==> src/rtl/io_extend_spi_master.sv <==
// io_extend_spi_master
// Upstream SPI master for io_extend. A parallel word arrives over a
// valid/ready handshake and is shifted out LSB-first on SI/SCK, framed by an
// active-high SS. Each frame runs IDLE -> SETUP -> (HIGH <-> LOW) -> GAP -> IDLE.
// Optional feature: define IO_EXTEND_READBACK_EN to build SO capture logic.
// Without that macro, rx_data and rx_valid are tied to 0 and SO is ignored.
module io_extend_spi_master #(
    parameter int WIDTH   = 16,
    parameter int CLK_DIV = 2,
    parameter int SS_GAP  = 4
) (
    input  logic             clk,
    input  logic             rst,
    input  logic [WIDTH-1:0] tx_data,
    input  logic             tx_valid,
    output logic             tx_ready,
    output logic             done,
    output logic             SS,
    output logic             SCK,
    output logic             SI,
    input  logic             SO,
    output logic [WIDTH-1:0] rx_data,
    output logic             rx_valid
);

    localparam int PH_MAX = (CLK_DIV > SS_GAP) ? CLK_DIV : SS_GAP;
    localparam int PH_W   = $clog2(PH_MAX) + 1;
    localparam int BIT_W  = $clog2(WIDTH) + 1;

    localparam logic [PH_W-1:0]  DIV_LAST = PH_W'(CLK_DIV - 1);
    localparam logic [PH_W-1:0]  GAP_LAST = PH_W'(SS_GAP - 1);
    // The bit counter is bumped on LOW entry, so it reads WIDTH during the
    // low phase of the final bit.
    localparam logic [BIT_W-1:0] BIT_END  = BIT_W'(WIDTH);

    typedef enum logic [2:0] {IDLE, SETUP, HIGH, LOW, GAP} state_t;

    state_t           state;
    logic [PH_W-1:0]  phase;
    logic [BIT_W-1:0] bit_cnt;
    logic [WIDTH-1:0] shift;

    // Frame sequencer: every serial output is registered directly in the FSM
    always_ff @(posedge clk) begin
        if (rst) begin
            state    <= IDLE;
            phase    <= '0;
            bit_cnt  <= '0;
            shift    <= '0;
            tx_ready <= 1'b1;
            done     <= 1'b0;
            SS       <= 1'b0;
            SCK      <= 1'b0;
            SI       <= 1'b0;
        end else begin
            done <= 1'b0;
            case (state)
                IDLE: begin
                    if (tx_valid && tx_ready) begin
                        shift    <= tx_data;
                        bit_cnt  <= '0;
                        phase    <= '0;
                        SS       <= 1'b1;
                        SCK      <= 1'b0;
                        SI       <= tx_data[0];
                        tx_ready <= 1'b0;
                        state    <= SETUP;
                    end
                end
                SETUP: begin
                    if (phase == DIV_LAST) begin
                        phase <= '0;
                        SCK   <= 1'b1;
                        state <= HIGH;
                    end else begin
                        phase <= phase + 1'b1;
                    end
                end
                HIGH: begin
                    if (phase == DIV_LAST) begin
                        // Falling SCK: present the next bit for the following rise
                        phase   <= '0;
                        SCK     <= 1'b0;
                        shift   <= {1'b0, shift[WIDTH-1:1]};
                        SI      <= shift[1];
                        bit_cnt <= bit_cnt + 1'b1;
                        state   <= LOW;
                    end else begin
                        phase <= phase + 1'b1;
                    end
                end
                LOW: begin
                    if (phase == DIV_LAST) begin
                        phase <= '0;
                        if (bit_cnt == BIT_END) begin
                            SS    <= 1'b0;
                            SI    <= 1'b0;
                            done  <= 1'b1;
                            state <= GAP;
                        end else begin
                            SCK   <= 1'b1;
                            state <= HIGH;
                        end
                    end else begin
                        phase <= phase + 1'b1;
                    end
                end
                GAP: begin
                    if (phase == GAP_LAST) begin
                        phase    <= '0;
                        tx_ready <= 1'b1;
                        state    <= IDLE;
                    end else begin
                        phase <= phase + 1'b1;
                    end
                end
                default: begin
                    state <= IDLE;
                end
            endcase
        end
    end

`ifdef IO_EXTEND_READBACK_EN
    logic [WIDTH-1:0] rx_shift;

    // SO capture: one sample per bit in the first HIGH cycle, published with done
    always_ff @(posedge clk) begin
        if (rst) begin
            rx_shift <= '0;
            rx_data  <= '0;
            rx_valid <= 1'b0;
        end else begin
            rx_valid <= 1'b0;
            if (state == HIGH && phase == '0) begin
                rx_shift <= {SO, rx_shift[WIDTH-1:1]};
            end
            if (state == LOW && phase == DIV_LAST && bit_cnt == BIT_END) begin
                rx_data  <= rx_shift;
                rx_valid <= 1'b1;
            end
        end
    end
`else
    logic unused_so;
    assign unused_so = SO;
    assign rx_data   = '0;
    assign rx_valid  = 1'b0;
`endif

endmodule

==> config.mk <==
export PLATFORM = sky130hd
export DESIGN_NAME = io_extend_spi_master
export DESIGN_NICKNAME = d
export VERILOG_FILES = /design/src/rtl/io_extend_spi_master.sv
export SDC_FILE = /design/constraint.sdc
export NUM_CORES = 1
export LEC_CHECK = 0
export ABC_CLOCK_PERIOD_IN_PS = 3500
export CORE_MARGIN = 5
export CORE_UTILIZATION = 50
export DETAILED_ROUTE_END_ITERATION = 8
export PLACE_DENSITY = 0.81
export SLEW_MARGIN = 20
export SYNTH_ARGS = -nofsm -noshare
export SYNTH_HDL_FRONTEND = slang
export SYNTH_SLANG_ARGS = --single-unit
==> constraint.sdc <==
create_clock -name clk -period 3.5 [get_ports clk]
set_input_delay 0.7 -clock clk [delete_from_list [all_inputs] [get_ports clk]]
set_output_delay 0.7 -clock clk [all_outputs]
set_load 0.01 [all_outputs]
==> run summary, run 1 <==
clock transition at the registers of the reported paths: 0.10 ns
DP Wirelength: 2310 um
period utilization: 58.4%
GP Congestion: 0.913
Core ar.: 3340 um2
CTS root buf: clkbuf_4
CP max stage delay: 0.57 ns
status: complete, no violations
GR Util met3: 4.21%
DR pass1 iterations: 4
most area-consuming cells after synthesis: dfxtp_1 (36%), buf_4 (8.2%), mux2i_1 (8.1%)
Critical Path RT: 2.80 ns
# diodes: 0
vias in the first global route: 1,167
RSZ-0062 raised after global routing: false
Fin. Hold Viols: 0
met1 GRT Util: 20.1%
measured slew at the worst slew-check pin: 0.696 ns
flops & latches, synth: 31
largest net degree at the start of global routing: 31
clk_lat worst skew: 0.35 ns
total routed wirelength: 3200 um
Seq/Total Area, Yosys: 35.8%
type of the worst min-delay path: reg2reg
WP depth: 1
CP endpoint kind: output pin
buffers added on ports: 23
minimum clock period: 2.05 ns
drt via density: 5.19
CP Launch Type: flip-flop
CTS tree: built
# rows: 21
antenna violations before repair: 0
area delta synth->final: 12.0%
Setup-failing EPs final: 0
Tot Pwr: 0.000788 W
GRT overflow: 0
gate count of the mapped netlist: 193
GR peak layer: met2
synth warn: 0
most common cell after layout, fill and taps aside: dfxtp_1
Num Clock Sinks: 31
CTS resizes: 0
cts bufs inserted: 5
Final ANT Viol Nets: 0
area share of the largest cell type after synthesis: 35.8%
Final nets: 237
Hold Buf Count CTS: 0
Avg Inst Size Synth: 8.99 um2
routed via count: 1,338
TNS Setup: 0 ns
CP top delay family: buffers and inverters
FF-to-FF path depth: 5
Mapped Area: 1730 um2
setup repair bufs after CTS: 0
Bufs on Longest Clock Path: 2
PD cells: 406 nW/um2
DRC violations left: 0
Slew headroom: 53.5%
Min-Delay Path Depth: 2
Initial DRC Count: 122
global routing usage on met2: 21.3%
CP cell instances: clkdlybuf4s50_1
critical path peak fanout: 6
slowest stage cell, crit path: clkdlybuf4s50_1
Layout Skew: 0.00388 ns
buffers and inverters on the worst path: 1
Die Y: 68.9 um
max frequency: 489 MHz
Arrival @ worst endpoint: 1.35 ns
num ports: 42
most frequent cells in the layout: dfxtp_1 (31), clkdlybuf4s50_1 (23), nor2_1 (22)
max capacitance violation total: 0
GRT Resource Usage Total: 15.1%
drt wl/cell: 12.4 um
area leader, netlist: dfxtp_1
initial core utilization: 52.0%
chip width: 68.9 um
Crit Path Category: reg2out
Peak VDD IR: 0.272 mV
Synth cell types: 42
# fillers: 305
H-tree levels: 2
die area: 4750 um2
Max Transition Viols Final: 0
first-pass GRT wire length: 5230 um
Leak Pwr: 0.739 nW
ratio of cells with drive above 1 in the final layout: 8.02%
==> flip-flops by register name, indices dropped and copies added, names as in the netlist <==
register	cells
shift	15
bit_cnt	5
phase	3
state	3
SCK	1
SI	1
SS	1
done	1
tx_ready	1
==> cells in the mapped netlist (all sizes together) <==
| cell type | number |
|---|---|
| o31ai | 2 |
| conb | 1 |
| inv | 12 |
| nand3 | 5 |
| nor2 | 22 |
| and4bb | 2 |
| dfxtp | 31 |
| o21ai | 9 |
| nand4bb | 1 |
| or2 | 1 |
| nand2 | 2 |
| mux2i | 14 |
| nand2b | 1 |
| or3 | 3 |
| a211oi | 18 |
| a2111oi | 1 |
| o21a | 1 |
| clkbuf | 4 |
| a211o | 1 |
| and3 | 1 |
| nor4 | 1 |
| a221oi | 1 |
| ha | 6 |
| nor3 | 4 |
| or4b | 2 |
| buf | 26 |
| o2111a | 1 |
| nor2b | 2 |
| a31oi | 2 |
| a22o | 1 |
| nor3b | 1 |
| a21oi | 11 |
| a22oi | 2 |
| a2bb2oi | 1 |
==> final cells by class <==
cell class	instances	area (um2)	share of cell area, %
well taps	46	57.6	2.96
inverters	12	45.0	2.32
multi-input cells	136	917	47.2
clock buffers	5	37.5	1.93
repair buffers	25	245	12.6
clock inverters	3	20.0	1.03
flip-flops and latches	31	621	31.9
==> per-stage QoR <==
step           utilization, %  instances  hold WS, ns  setup slack (ns)  cell area (um2)
2_1_floorplan               -        209        0.454              1.87             1790
3_3_place_gp             56.5        250        0.450              1.25             1890
3_5_place_dp             56.5        250        0.453              1.22             1890
4_1_cts                  58.2        258        0.469              1.44             1940
5_1_grt                  58.2        258        0.471              1.37             1940
6_report                 58.2        258        0.462              1.45             1940
==> layer usage <==
layer / routed length (um) / part of all wire, %
met5: 0 / 0
met4: 79 / 2.5
met3: 191 / 6.0
met2: 1400 / 44
met1: 1530 / 48
==> where the power goes <==
part / internal, W / switching, W
clock: 0.0000765 / 0.000141
combinational: 0.0000764 / 0.0000881
sequential: 0.000382 / 0.0000233
==> worst paths after layout <==
check | from | slack, ns | endpoint
hold reg to reg | SS | 0.46 | SS
hold / removal | SS | 0.46 | SS
setup reg to reg | phase[0] | 1.54 | shift[3]
setup / recovery | tx_ready | 1.45 | tx_ready
==> cell families (layout without fill, tap and decap cells) <==
logic type | count (synthesis) | count (layout) | synth area share, %
AO/OA/AOI/OAI | 51 | 51 | 21.2
adder cells (fa/ha/maj) | 6 | 6 | 4.33
buffers and inverters | 42 | 45 | 15.2
flip-flops | 31 | 31 | 35.8
multiplexers | 14 | 14 | 8.08
other | 1 | 17 | 0.216
AND/OR/NAND/NOR | 48 | 48 | 15.2
(Power assumes the default switching activity.)
==> run 2: changes to the inputs <==
Settings changed: ABC_CLOCK_PERIOD_IN_PS 3500 to 1910, CORE_UTILIZATION 50 to 49, PLACE_DENSITY 0.81 to 0.79.
Clock period 3.5 ns to 1.91 ns, I/O delays scaled along.
==> run 2 against run 1 <==
  * Clock power rose to 3.0 times the previous value
  * Hold slack got worse by 0.0038 ns
  * Non-clock buffer count rose by 9
  * Die area rose by 1.7%
  * Combinational power rose by 100%
  * First-iteration DRC count rose by 11%
==> run summary, run 2 (synthesis results as in run 1) <==
Final ANT Viol Nets: 0 (unchanged)
# fillers: 310 (+1.6%)
Hold Buf Count CTS: 0 (unchanged)
clock transition at the registers of the reported paths: 0.10 ns (about the same)
Critical Path RT: 2.18 ns (-0.62 ns)
final setup margin: 0.131 ns (-1.32 ns)
H-tree levels: 2 (unchanged)
Crit Path Category: reg2reg
Setup-failing EPs final: 0 (unchanged)
die area: 4830 um2 (+1.7%)
combinational share of power: 19.2% (-1.7 points)
GRT overflow: 0 (unchanged)
antenna violations before repair: 0 (unchanged)
TNS Setup: 0 ns (unchanged)
Core ar.: 3390 um2 (+1.6%)
Leak Pwr: 0.808 nW (+9.4%)
Final nets: 246 (+3.8%)
vias in the first global route: 1,239 (+6.2%)
CP Launch Type: flip-flop
buffers added on ports: 23 (unchanged)
Die Y: 69.5 um (+0.87%)
GR peak layer: met2
drt wl/cell: 12.7 um (+2.4%)
Setup WS pre-CTS: -0.0226 ns (-1.24 ns)
minimum clock period: 1.78 ns
RSZ-0062 raised after global routing: false
# diodes: 0 (unchanged)
clock group share of total power: 37.6% (+9.9 points)
Max Transition Viols Final: 0 (unchanged)
CTS tree: built
PD cells: 836 nW/um2 (+110%)
CTS resizes: 0 (unchanged)
Top reg by flops: shift
Layout Skew: 0.00840 ns (+0.00452 ns)
Arrival @ worst endpoint: 2.05 ns (+0.70 ns)
routed via count: 1,374 (+2.7%)
most frequent cells in the layout: dfxtp_1 (31), clkdlybuf4s50_1 (23), nor2_1 (22)
CTS root buf: clkbuf_4
setup repair bufs after CTS: 0 (unchanged)
global routing usage on met2: 23.1% (+1.8 points)
Num Clock Sinks: 31 (unchanged)
total routed wirelength: 3390 um (+6.0%)
area delta synth->final: 18.5%
internal power: 0.00127 W (+140%)
DRC violations left: 0 (unchanged)
CP endpoint kind: flip-flop
max capacitance violation total: 0 (unchanged)
initial core utilization: 51.2% (-0.81 points)
biggest regs: shift (15), bit_cnt (5)
drt via density: 5.15 (-0.77%)
FF-to-FF path depth: 6 (+1)
num ports: 42 (unchanged)
Peak VDD IR: 0.523 mV (+92%)
Min-Delay Path Depth: 2 (unchanged)
DR pass1 iterations: 4 (unchanged)
max frequency: 562 MHz
Fin. Hold Viols: 0 (unchanged)
Initial DRC Count: 136 (+11%)
ratio of cells with drive above 1 in the final layout: 11.3% (+3.3 points)
# rows: 21 (unchanged)
GRT Resource Usage Total: 14.4% (-0.64 points)
type of the worst min-delay path: reg2reg
cts bufs inserted: 5 (unchanged)
critical path peak fanout: 4 (-2)
largest net degree at the start of global routing: 31 (unchanged)
DP Wirelength: 2470 um (+6.7%)
met1 GRT Util: 17.3% (-2.8 points)
Bufs on Longest Clock Path: 2 (unchanged)
clk_lat worst skew: 0.34 ns (about the same)
register area: 621 um2 (unchanged)
area occupied by multi-input gates: 917 um2 (unchanged)
number of flip-flops in the largest register: 15 (unchanged)
period utilization: 93.1%
most common cell after layout, fill and taps aside: dfxtp_1
NetSw: 0.000445 W (+76%)
Reg power frac: 43.2% (-8.2 points)
GR Util met3: 5.36% (+1.1 points)
GP Congestion: 0.982 (+7.6%)
status: complete, no violations
sw frac: 25.9% (-6.2 points)
chip width: 69.5 um (+0.87%)
first-pass GRT wire length: 5580 um (+6.6%)
==> run 2: changes by cell type in the layout (fill, tap and decap cells not counted) <==
cell | previous run | this run
buf_4 | 2 | 11
clkbuf_1 | 0 | 1
bufinv_16 | 0 | 2
clkinv_2 | 1 | 0
clkinvlp_4 | 2 | 0
==> run 2: per-stage QoR <==
step	cells	power [W]	utilization, %	instance area, um2	hold slack (ns)
floorplan	209	0.000999	-	1790	0.454
global placement	259	0.00108	57.6	1950	0.447
detailed placement	259	0.00108	57.6	1950	0.450
CTS	267	0.00173	60.6	2050	0.465
global route	267	0.00181	60.6	2050	0.518
finish	267	0.00172	60.6	2050	0.458
==> run 2: final cells by class <==
cell class                      instances  area share [%]
Inverter                               12            2.19
Clock inverter                          2            2.92
Clock buffer                            6            2.01
Sequential cell                        31            30.2
Multi-Input combinational cell        136            44.6
Tap cell                               46            2.80
Timing Repair Buffer                   34            15.2
==> run 2: final timing paths <==
check | startpoint | endpoint | slack (ns)
setup / recovery | phase[0] | phase[0] | 0.13
hold / removal | SS | SS | 0.46
setup reg to reg | phase[0] | phase[0] | 0.13
hold reg to reg | SS | SS | 0.46
==> run 2: routing by layer <==
| metal | up-vias | wire length, um |
|---|---|---|
| li1 | 710 | - |
| met1 | 615 | 1530 |
| met2 | 44 | 1550 |
| met3 | 5 | 250 |
| met4 | 0 | 55 |
| met5 | - | 0 |
==> run 2: power groups by stage <==
| stage | Sequential [W] | Combinational (W) | Clock [W] |
|---|---|---|---|
| finish | 0.000741 | 0.000330 | 0.000646 |
| global route | 0.000750 | 0.000367 | 0.000695 |
| CTS | 0.000742 | 0.000330 | 0.000659 |
| detailed placement | 0.000756 | 0.000328 | 0 |
| global placement | 0.000754 | 0.000323 | 0 |
| floorplan | 0.000745 | 0.000255 | 0 |
==> run 2: worst max-delay path, cell delays in order, from the launching register on <==
cell	delay, ns
dfxtp_1	0.36
ha_1	0.23
ha_1	0.21
or4b_4	0.51
o31ai_1	0.12
nor2_1	0.09
a211oi_2	0.19
